File: src/rtl/outer_ram_loader.sv
// outer_ram_loader: host-side front end for the outer operand RAM port A.
// Assembles Data/Word narrow host words (LS word first) into one operand and
// writes it in a single cycle. Optional readback path, enabled by defining
// OUTER_RAM_READBACK_EN, reads an operand back and streams it out word-wise.
// Without the macro, rd_start is ignored and m_valid/m_data are tied to 0.
module outer_ram_loader #(
  parameter int Data = 256,
  parameter int Addr = 5,
  parameter int Word = 32
) (
  input  logic              clk,
  input  logic              rst,
  input  logic              wr_start,
  input  logic [Addr:0]     wr_addr,
  input  logic              s_valid,
  output logic              s_ready,
  input  logic [Word-1:0]   s_data,
  input  logic              rd_start,
  input  logic [Addr:0]     rd_addr,
  output logic              m_valid,
  input  logic              m_ready,
  output logic [Word-1:0]   m_data,
  output logic              busy,
  output logic              done,
  output logic              a_w,
  output logic [Addr:0]     a_adbus,
  output logic [Data-1:0]   a_data_in,
  input  logic [Data-1:0]   a_data_out
);

  localparam int N  = Data / Word;
  localparam int KW = (N > 1) ? $clog2(N) : 1;
  localparam logic [KW-1:0] K_LAST = KW'(N - 1);

  typedef enum logic [2:0] {
    S_IDLE    = 3'd0,
    S_LOAD    = 3'd1,
    S_WRITE   = 3'd2
`ifdef OUTER_RAM_READBACK_EN
    ,
    S_RD_ADDR = 3'd3,
    S_RD_WAIT = 3'd4,
    S_UNLOAD  = 3'd5
`endif
  } state_t;

  state_t            state_q, state_d;
  logic [KW-1:0]     k_q, k_d;
  logic [Addr:0]     addr_q, addr_d;
  logic [Data-1:0]   asm_q, asm_d;
  logic              s_ready_q, s_ready_d;
  logic              busy_q, busy_d;
  logic              done_q, done_d;
  logic              a_w_q, a_w_d;
  logic [Addr:0]     a_adbus_q, a_adbus_d;
`ifdef OUTER_RAM_READBACK_EN
  logic [Data-1:0]   shift_q, shift_d;
  logic [Data-1:0]   shifted_s;
  logic              m_valid_q, m_valid_d;
  logic [Word-1:0]   m_data_q, m_data_d;
`endif

`ifdef OUTER_RAM_READBACK_EN
  // Readback operand advanced by one word; its low word is the next m_data.
  always_comb begin
    shifted_s = shift_q >> Word;
  end
`endif

  // Next-state and next-output logic; every output is computed from the
  // next state so the registered copy is valid in the cycle it applies to.
  always_comb begin
    state_d   = state_q;
    k_d       = k_q;
    addr_d    = addr_q;
    asm_d     = asm_q;
    a_adbus_d = a_adbus_q;
    a_w_d     = 1'b0;
    done_d    = 1'b0;
`ifdef OUTER_RAM_READBACK_EN
    shift_d   = shift_q;
    m_valid_d = m_valid_q;
    m_data_d  = m_data_q;
`endif
    case (state_q)
      S_IDLE: begin
        if (wr_start) begin
          // A simultaneous rd_start loses to the write and is dropped.
          state_d = S_LOAD;
          addr_d  = wr_addr;
          k_d     = '0;
          asm_d   = '0;
        end
`ifdef OUTER_RAM_READBACK_EN
        else if (rd_start) begin
          state_d   = S_RD_ADDR;
          a_adbus_d = rd_addr;
          k_d       = '0;
        end
`endif
        else begin
          state_d = S_IDLE;
        end
      end
      S_LOAD: begin
        if (s_valid && s_ready_q) begin
          asm_d[k_q*Word +: Word] = s_data;
          k_d = k_q + KW'(1);
          if (k_q == K_LAST) begin
            state_d   = S_WRITE;
            a_w_d     = 1'b1;
            a_adbus_d = addr_q;
            done_d    = 1'b1;
          end else begin
            state_d = S_LOAD;
          end
        end else begin
          state_d = S_LOAD;
        end
      end
      S_WRITE: begin
        state_d = S_IDLE;
      end
`ifdef OUTER_RAM_READBACK_EN
      S_RD_ADDR: begin
        // RAM read is registered: data appears in the following cycle.
        state_d = S_RD_WAIT;
      end
      S_RD_WAIT: begin
        shift_d   = a_data_out;
        m_data_d  = a_data_out[Word-1:0];
        m_valid_d = 1'b1;
        state_d   = S_UNLOAD;
      end
      S_UNLOAD: begin
        if (m_valid_q && m_ready) begin
          shift_d  = shifted_s;
          m_data_d = shifted_s[Word-1:0];
          k_d      = k_q + KW'(1);
          if (k_q == K_LAST) begin
            state_d   = S_IDLE;
            m_valid_d = 1'b0;
            done_d    = 1'b1;
          end else begin
            state_d = S_UNLOAD;
          end
        end else begin
          state_d = S_UNLOAD;
        end
      end
`endif
      default: begin
        state_d = S_IDLE;
      end
    endcase
    s_ready_d = (state_d == S_LOAD);
    busy_d    = (state_d != S_IDLE);
  end

  // State and output registers; reset aborts any operation in flight.
  always_ff @(posedge clk or posedge rst) begin
    if (rst) begin
      state_q   <= S_IDLE;
      k_q       <= '0;
      addr_q    <= '0;
      asm_q     <= '0;
      s_ready_q <= 1'b0;
      busy_q    <= 1'b0;
      done_q    <= 1'b0;
      a_w_q     <= 1'b0;
      a_adbus_q <= '0;
`ifdef OUTER_RAM_READBACK_EN
      shift_q   <= '0;
      m_valid_q <= 1'b0;
      m_data_q  <= '0;
`endif
    end else begin
      state_q   <= state_d;
      k_q       <= k_d;
      addr_q    <= addr_d;
      asm_q     <= asm_d;
      s_ready_q <= s_ready_d;
      busy_q    <= busy_d;
      done_q    <= done_d;
      a_w_q     <= a_w_d;
      a_adbus_q <= a_adbus_d;
`ifdef OUTER_RAM_READBACK_EN
      shift_q   <= shift_d;
      m_valid_q <= m_valid_d;
      m_data_q  <= m_data_d;
`endif
    end
  end

  assign s_ready   = s_ready_q;
  assign busy      = busy_q;
  assign done      = done_q;
  assign a_w       = a_w_q;
  assign a_adbus   = a_adbus_q;
  assign a_data_in = asm_q;

`ifdef OUTER_RAM_READBACK_EN
  assign m_valid = m_valid_q;
  assign m_data  = m_data_q;
`else
  // Readback inputs have no function in this build.
  logic unused_readback_s;
  assign unused_readback_s = ^{rd_start, rd_addr, m_ready, a_data_out};
  assign m_valid = 1'b0;
  assign m_data  = '0;
`endif

endmodule

File: config.mk
export PLATFORM = sky130hd
export DESIGN_NAME = outer_ram_loader
export DESIGN_NICKNAME = d
export VERILOG_FILES = /design/src/rtl/outer_ram_loader.sv
export SDC_FILE = /design/constraint.sdc
export NUM_CORES = 1
export LEC_CHECK = 0
export ABC_CLOCK_PERIOD_IN_PS = 11600
export BUFFER_PORTS_ARGS = -buffer_cell sky130_fd_sc_hd__buf_4
export CAP_MARGIN = 30
export CORE_AREA = 2 2 232 234
export CTS_CLUSTER_DIAMETER = 200
export DETAILED_ROUTE_END_ITERATION = 10
export DIE_AREA = 0 0 234 236
export GPL_TIMING_DRIVEN = 0
export PLACE_DENSITY = 0.55
export SYNTH_ARGS = -nofsm -noshare
export SYNTH_HDL_FRONTEND = slang
export SYNTH_SLANG_ARGS = --single-unit
File: constraint.sdc
create_clock -name clk -period 11.6 [get_ports clk]
set_input_delay 0.58 -clock clk [delete_from_list [all_inputs] [get_ports clk]]
set_output_delay 0.58 -clock clk [all_outputs]
set_load 0.02 [all_outputs]
Yosys cells after proc, flatten, opt, wreduce, memory -nomap -nowiden
Index checks and enable logic that the tools add are counted.

cells by class
  equality and inequality tests = 5
  reductions and logical operators = 7
  muxes and demuxes = 14
  shift-type cells = 2
  add/sub/neg operators = 2

operator list
  kind                         count
  $mux W256                    2
  $pmux W256 S2                1
  $bwmux W256                  1
  $shift A32 B34 Y256 const A  1
  $shiftx A32 B34 Y256         1
  $neg A8 Y34                  1
  $pmux W3 S2                  2
  $mux W3                      3
  $eq A3 B1 Y1 const B         2
  $reduce_and A3 Y1            2
  $mux W1                      4
  $ne A2 B2 Y1 const B         2
  $add A3 B1 Y3 const B        1
  $eq A3 B3 Y1 const B         1
  $logic_not A3 Y1             1
  $reduce_bool A3 Y1           1
  $mux W2                      1
  $reduce_and A2 Y1            1
  $reduce_bool A2 Y1           1
  $logic_and A1 B1 Y1          1

word-level totals
  word-level logic and storage cells = 38
  register bits = 277
  output and inout bits = 299

Depth between registers and ports, before layout
Gate-level depths: netlist of run 1.

  depth in word-level cells = 5
  mapped depth = 13
  gate-level depth less buffers = 6

Least setup slack after synthesis of run 1
No wires, ideal clock.

  kind = reg2reg
  start = register k_q[0]
  end = register asm_q[0] (netlist: a_data_in[0])
  required time = 11.520 ns
  setup slack = 8.291 ns
  library setup time = 0.080 ns
  path buffers = 7
  arrival time = 3.229 ns
  cell stages (with the launch flop) = 14
  path through = dfrtp_1 > clkbuf_1 > clkbuf_1 > clkbuf_1 > inv_1 > ha_1 > ha_1 > buf_2 > or3b_1 > clkbuf_1 > or4_4 > buf_6 > buf_6 > o211ai_2

between the ends
  word-level cells in the longest chain between the ends = 5
  elaborated cells between the ends (all ways) = 6

RTL lines
  what                                                         line  source
  from (decl)                                                  48    logic [KW-1:0] k_q, k_d;
  from (signal assigned)                                       179   k_q <= k_d;
  $neg A8 Y34 (*)                                              107   asm_d[k_q*Word +: Word] = s_data;
  $shiftx A32 B34 Y256 or $shift A32 B34 Y256 (tied branches)  107
  $bwmux W256 (*)                                              107
  $mux W256 (*)                                                106   if (s_valid && s_ready_q) begin
  $pmux W256 S2 (*)                                            85    case (state_q)
  to (signal assigned)                                         181   asm_q <= asm_d;
  to (decl)                                                    50    logic [Data-1:0] asm_q, asm_d;

Mark *: on every way between the ends. The rest lies on a longest branch, timed or not. The select of a mux whose other input is x is not followed.
A chain may end at the register's enable or synchronous reset.

Final worst setup path of run 1
  start = register k_q[0]
  end = register asm_q[254] (netlist: a_data_in[254])

Same word-level chain as after synthesis.

==> impl_results.md, run 1 <==
- Cells after synthesis: 1152
- Setup repair after global routing missed its margin: false
- F_max: 0.229 GHz
- # rows: 85
- Share of the synthesized area in the top cell type: 53.7%
- Syn Area/Cell: 11.2 sq um
- Die X-Extent: 234 microns
- Max-slew violations: 0
- WL/cell: 25.7 microns
- Crit path max fanout: 10
- R2R depth: 12
- Max Root-Sink Buffers: 3
- Worst Path Arrival: 4.83 ns
- N_diodes: 0
- Compound-Gate Fraction of Synth Area: 27.0%
- Hold violation count in the final report: 0
- Switch share: 43.6%
- CP startpoint: k_q[0]
- Tightest Pin Transition: 0.932 ns
- First-pass GRT wire length: 82.4 mm
- Antenna-violating nets left: 0
- Final net count: 1844
- RR Endpoint: a_data_in[254]
- Seq pwr share: 28.3%
- Clock power share: 21.8%
- CTS tree: done
- Final period utilization: 37.7%
- Xor and xnor fraction of the mapped netlist area: 0%
- Initial Util: 24.2%
- Max-cap viol count: 0
- Count of cell types in the netlist: 40
- Internal: 2.98 mW
- Post-synthesis simple-gate area fraction: 10.5%
- Area delta synth->final: 35.4%
- Vias in the first global route: 11429
- Number of port buffers: 307
- Seq cells post-synth: 276
- Clk_lat worst skew: 0.55 ns
- Core Area: 53100 sq um
- Worst slew margin: 37.9%
- Critical path class: flip-flop to flip-flop
- Type of the worst min-delay path: primary input to asynchronous set/reset pin
- Count leader, synth: dfrtp_1
- Final setup vio count: 0
- Post-CTS sizing: 0
- Most common library cells after synthesis: 276 x dfrtp_1, 172 x o211ai_1, 152 x nand3_1
- Top_reg_cell synth: dfrtp_1
- Layout cell share with drive strength beyond 1: 29.3%
- Synth area leader: dfrtp_1
- Top post-synthesis cells by area: dfrtp_1 54%, o211ai_1 10%, nand3_1 5.9%
- Switch Pwr: 2.30 mW
- Mapped cell area: 12800 sq um
- Initial antenna violation count: 0
- Pre-CTS WS: 7.32 ns
- Die area: 55200 sq um
- Yosys warns: 0
- Worst R2R Setup Slack: 7.23 ns
- H-tree depth: 2
- FF-to-FF Start: k_q[0]
- Comb pwr share: 49.9%
- Final Worst Setup Slack: 7.23 ns
- Wirelength, routed: 57.8 mm
- PwrDens: 304 nW/um^2
- P_leak: 7.62 nW
- Setup TNS: 0 ns
- Root buffer cell: clkbuf_16
- Hold Buf Count CTS: 0
- DRC violations left: 0
- Fin Clk Skew: 0.0258 ns
- Type of origin of the critical path: flip-flop
- Via-per-instance ratio: 5.24
- Iteration-0 DRC Markers: 910
- Drt pass-1 iters: 5
- # IOs: 605
- Sink Count: 276
- DIE HEIGHT: 236 microns
- Critical Path Sink Type: flip-flop
- Status: finished clean
- All-Layer GR Usage: 20.5%
- Number of fill cells: 5399
- Maximum number of pins on one net before global-route repair: 126
- Via count: 11778
- Adder-cell share of the synthesized area: 0.682%
- Multiplexer share of the synthesized area: 0.526%
- Post-synth ARST share: 100%
- Sequential area share after synthesis: 53.7%
- Fin crit period: 4.37 ns
- Clk slew on worst S/H paths: 0.06 ns
- Post CTS Setup Buffer Count: 0
- Main combinational cell family by area after synthesis: compound AO/OA/AOI/OAI gates
- CTS Buf Count: 35
- GPL Wtd Cong: 0.816
- Post-synth EDFFs: 0
- VDD IR max: 0.000126 V
- Critical path required time: 12.07 ns
- Final HPWL DP: 42.8 mm
- Gr ovfl total: 0
-- power groups by stage --
stage	clock [mW]	combinational [mW]	sequential, mW
3_5_place_dp	0	2.63	1.51
4_1_cts	1.17	2.65	1.49
2_1_floorplan	0	1.32	1.77
5_1_grt	1.21	2.85	1.53
6_report	1.15	2.64	1.50
3_3_place_gp	0	2.58	1.50
-- cell families after synthesis --
| logic type | after synthesis |
|---|---|
| AOI/OAI and AO/OA | 396 |
| buffers and inverters | 208 |
| adders and majority gates | 7 |
| other | 1 |
| DFF | 276 |
| and+or+nand+nor | 258 |
| muxes | 6 |
-- metal layers --
layer | routed length [microns] | GRT usage (%)
met5 | 0 | 0
met2 | 26100 | 31.3
met3 | 4390 | 5.02
met4 | 2620 | 9.05
met1 | 24700 | 27.3
-- state kept, by name (all words and copies together) (netlist names) --
register and flops:
a_adbus 6, a_data_in 256, a_w 1, addr_q 6
busy 1, k_q 3, s_ready 1, state_q 2
-- worst max-delay path by stage --
stage          cells after the start              to
2_1_floorplan                      1      a_adbus[0]
3_3_place_gp                       2   a_data_in[56]
3_5_place_dp                      12  a_data_in[254]
4_1_cts                           12  a_data_in[254]
5_1_grt                           12  a_data_in[254]
6_report                          12  a_data_in[254]
-- critical path, stage by stage, from the launching register on --
cell and delay (ns):
dfrtp_1 0.39, clkbuf_1 0.43, clkbuf_1 0.44, clkbuf_1 0.48, inv_1 0.15, ha_1 0.25, ha_1 0.27, buf_2 0.17
clkbuf_1 0.24, nor3b_1 0.70, clkbuf_1 0.45, nand4_1 0.18, nand3_1 0.13
-- layout by cell type, fill, tap and decap left out, drive strengths merged --
master and instances:
a221o 43, a22o 56, and2 1, and4 3, and4b 2, buf 370, bufinv 4, clkbuf 158
clkinv 6, conb 33, dfrtp 276, ha 7, inv 39, mux2 6, nand2 41, nand2b 4
nand3 152, nand4 35, nand4b 2, nand4bb 1, nor2 3, nor2b 3, nor3 3, nor3b 2
o211a 43, o211ai 202, o21a 2, o21ai 2, o22ai 3, o2bb2ai 41, o311a 3, o31ai 1
or3 2, or3b 2, or4 2
-- layout make-up --
type	instances	area, sq um	share of cell area (%)
plain buffers	169	821	4.72
inverters	39	154	0.884
clock inverters	10	154	0.884
repair buffers	310	2370	13.6
flip-flops and latches	276	6910	39.7
multi-input cells	700	5100	29.3
clock buffers	49	1030	5.93
well taps	696	871	5.00
-- per-stage QoR --
step	instances	hold slack [ns]	area, sq um	total power [mW]	util, %
4_1_cts	2249	0.0215	17400	5.31	32.8
5_1_grt	2249	0.0401	17400	5.59	32.8
6_report	2249	0.0416	17400	5.28	32.8
2_1_floorplan	1184	0.442	13000	3.09	-
3_5_place_dp	2190	0.467	16200	4.14	30.6
3_3_place_gp	2187	0.465	16100	4.08	30.4
Power figures use the tool's default switching activity.
==> run 2: changes to the inputs <==
==> config.mk (replaced) <==
export PLATFORM = sky130hd
export DESIGN_NAME = outer_ram_loader
export DESIGN_NICKNAME = d
export VERILOG_FILES = /design/src/rtl/outer_ram_loader.sv
export SDC_FILE = /design/constraint.sdc
export NUM_CORES = 1
export LEC_CHECK = 0
export ABC_CLOCK_PERIOD_IN_PS = 3600
export BUFFER_PORTS_ARGS = -buffer_cell sky130_fd_sc_hd__buf_4
export CAP_MARGIN = 30
export CORE_AREA = 2 2 236 238
export CTS_CLUSTER_DIAMETER = 200
export DETAILED_ROUTE_END_ITERATION = 10
export DIE_AREA = 0 0 238 240
export GPL_TIMING_DRIVEN = 0
export PLACE_DENSITY = 0.56
export SYNTH_ARGS = -nofsm -noshare
export SYNTH_HDL_FRONTEND = slang
export SYNTH_SLANG_ARGS = --single-unit
==> constraint.sdc (replaced) <==
create_clock -name clk -period 3.6 [get_ports clk]
set_input_delay 0.18 -clock clk [delete_from_list [all_inputs] [get_ports clk]]
set_output_delay 0.18 -clock clk [all_outputs]
set_load 0.02 [all_outputs]
==> run 2 against run 1 <==
Net effect:
- count of clock-buffer cells in the layout decreased by 13
- worst setup slack got worse by 7.1 ns
- critical path type unchanged
- core utilization hardly changed
- register-to-register slack got worse by 7.1 ns
- cell count is 2.4% higher
- clock power grew to 3.2 times the previous value
- sequential share of layout area down 1.2 points
- power rose to 3.2 times the previous value
- sequential cell count unchanged
- largest power group unchanged
- non-clock buffer count up 46
==> impl_results.md, run 2 (synthesized netlist as in run 1, its figures left out) <==
- Setup TNS: 0 ns
- Worst Path Arrival: 3.96 ns
- Vias in the first global route: 11779
- Maximum number of pins on one net before global-route repair: 39
- Root buffer cell: clkbuf_16
- Final setup vio count: 0
- Hold slack: 0.127 ns
- N_diodes: 0
- Sink Count: 276
- F_max: 0.290 GHz
- Post CTS Setup Buffer Count: 0
- Wirelength, routed: 58.0 mm
- Slowest CP cell: or3b_1
- H-tree depth: 1
- Type of the worst min-delay path: primary input to asynchronous set/reset pin
- Core Area: 54700 sq um
- Final HPWL DP: 42.9 mm
- DRC violations left: 0
- Clk_lat worst skew: 0.60 ns
- # IOs: 605
- Clk slew on worst S/H paths: 0.07 ns
- CP cell instances: clkbuf_4 > clkbuf_4 > clkbuf_4 > inv_1 > ha_1 > ha_1 > buf_2 > or3b_1 > or4_4 > buf_6 > buf_6 > o211ai_2
- Most frequent cells in the layout: 341 x buf_4, 276 x dfrtp_1, 172 x o211ai_1
- PwrDens: 954 nW/um^2
- Top cell by count, worst path: clkbuf_4
- GPL Wtd Cong: 0.806
- FF/Latch Area: 6910 sq um
- Area delta synth->final: 39.7%
- All-Layer GR Usage: 19.7%
- Max Root-Sink Buffers: 3
- Antenna-violating nets left: 0
- Final period utilization: 95.9%
- Type of origin of the critical path: flip-flop
- Critical path required time: 4.10 ns
- First-pass GRT wire length: 83.0 mm
- Initial antenna violation count: 0
- WL/cell: 25.2 microns
- Max-slew violations: 0
- Worst R2R Setup Slack: 0.15 ns
- Tightest Pin Transition: 0.894 ns
- Comb pwr share: 50.1%
- Initial Util: 23.5%
- DIE HEIGHT: 240 microns
- Critical path class: flip-flop to flip-flop
- Number of port buffers: 307
- Max-cap viol count: 0
- CTS Buf Count: 31
- VDD IR max: 0.000446 V
- Area of the multi-input gates: 5130 sq um
- Number of fill cells: 5555
- Iteration-0 DRC Markers: 957
- Final Worst Setup Slack: 0.147 ns
- Seq pwr share: 28.3%
- Pre-CTS WS: -0.735 ns
- Fin crit period: 3.45 ns
- Via count: 12034
- Crit path max fanout: 10
- Total Power: 17.1 mW
- Final net count: 1886
- # rows: 86
- Layout cell share with drive strength beyond 1: 29.9%
- RR Endpoint: a_data_in[0]
- Clock power share: 21.6%
- Die area: 57100 sq um
- Internal: 9.66 mW
- P_leak: 7.87 nW
- Drt pass-1 iters: 5
- Worst slew margin: 40.4%
- Most common cell after layout, fill and taps aside: buf_4
- Critical Path Sink Type: flip-flop
- Max FFs per register: 256
- R2R depth: 12
- Switch Pwr: 7.47 mW
- Hold violation count in the final report: 0
- Final Util: 32.8%
- Die X-Extent: 238 microns
- Status: finished clean
- Fin Clk Skew: 0.0254 ns
- FF-to-FF Start: k_q[0]
- CTS tree: done
- Worst stage delay on the critical path: 0.53 ns
- Switch share: 43.6%
- Gr ovfl total: 0
- Via-per-instance ratio: 5.23
run 2: cell count changes in the layout (fill, tap and decap cells not counted), moves of 3 or more:
cell | before | now
bufinv_16 | 4 | 9
clkbuf_2 | 0 | 6
clkbuf_8 | 6 | 2
clkbuf_1 | 115 | 101
clkbuf_16 | 37 | 31
buf_12 | 0 | 8
o22ai_1 | 3 | 0
clkinvlp_4 | 0 | 4
o22ai_2 | 0 | 3
dlygate4sd3_1 | 0 | 41
clkbuf_4 | 0 | 3
clkinv_2 | 5 | 8
run 2: how the worst max path moves through the flow:
stage                      start        endpoint  slack [ns]  cells past startpoint
after floorplan              rst      a_adbus[0]       -0.23                      1
after global placement       rst    a_data_in[4]       -2.08                      2
after detailed placement  k_q[0]   a_data_in[45]       -0.74                     11
after CTS                 k_q[0]    a_data_in[5]        0.03                     13
after global routing      k_q[0]  a_data_in[192]       -0.01                     11
final                     k_q[0]    a_data_in[0]        0.15                     12
run 2: what timing repair did:
action / 4_1_cts / 5_1_grt
hold buffers: 41 / 0
endpoints found under the setup margin: 255 / 171
hold endpoints to repair: 235 / 0
resized for setup: 13 / 10
run 2: per-layer routing:
layer	up-vias	routed length [microns]	global-route usage (%)	part of all wire, %
li1	5238	-	-	-
met5	-	0	0	0
met4	0	2100	6.89	3.6
met1	6251	25700	26.4	44
met3	91	4300	5.02	7.4
met2	454	25900	30.7	45
run 2: final cells by class:
| type | instances | share of cell area (%) |
|---|---|---|
| Tap cell | 704 | 4.91 |
| Clock inverter | 22 | 1.95 |
| Timing Repair Buffer | 357 | 16.0 |
| Sequential cell | 276 | 38.5 |
| Clock buffer | 36 | 4.54 |
| Inverter | 39 | 0.837 |
| Buffer | 168 | 4.66 |
| Multi-Input combinational cell | 700 | 28.6 |
run 2: power by group through the flow:
stage / Sequential (mW) / Clock [mW] / Combinational, mW
after floorplan: 5.70 / 0 / 4.24
after global placement: 4.84 / 0 / 8.31
after detailed placement: 4.87 / 0 / 8.49
after CTS: 4.83 / 3.76 / 8.60
after global routing: 4.95 / 3.89 / 9.26
final: 4.84 / 3.70 / 8.59
run 2: critical path: cells and delay by family (launching register included):
kind                     cells  cell delay, ns
AO/OA/AOI/OAI                1            0.14
AND/OR/NAND/NOR              2            1.01
buffers and inverters        7            1.28
adder cells (fa/ha/maj)      2            0.51
flip-flops                   1            0.40
run 2: through the flow:
stage,instance area (sq um),std cells
finish,17900,2302
global route,17900,2302
CTS,17900,2303
detailed placement,16300,2204
global placement,16200,2195
floorplan,13000,1184
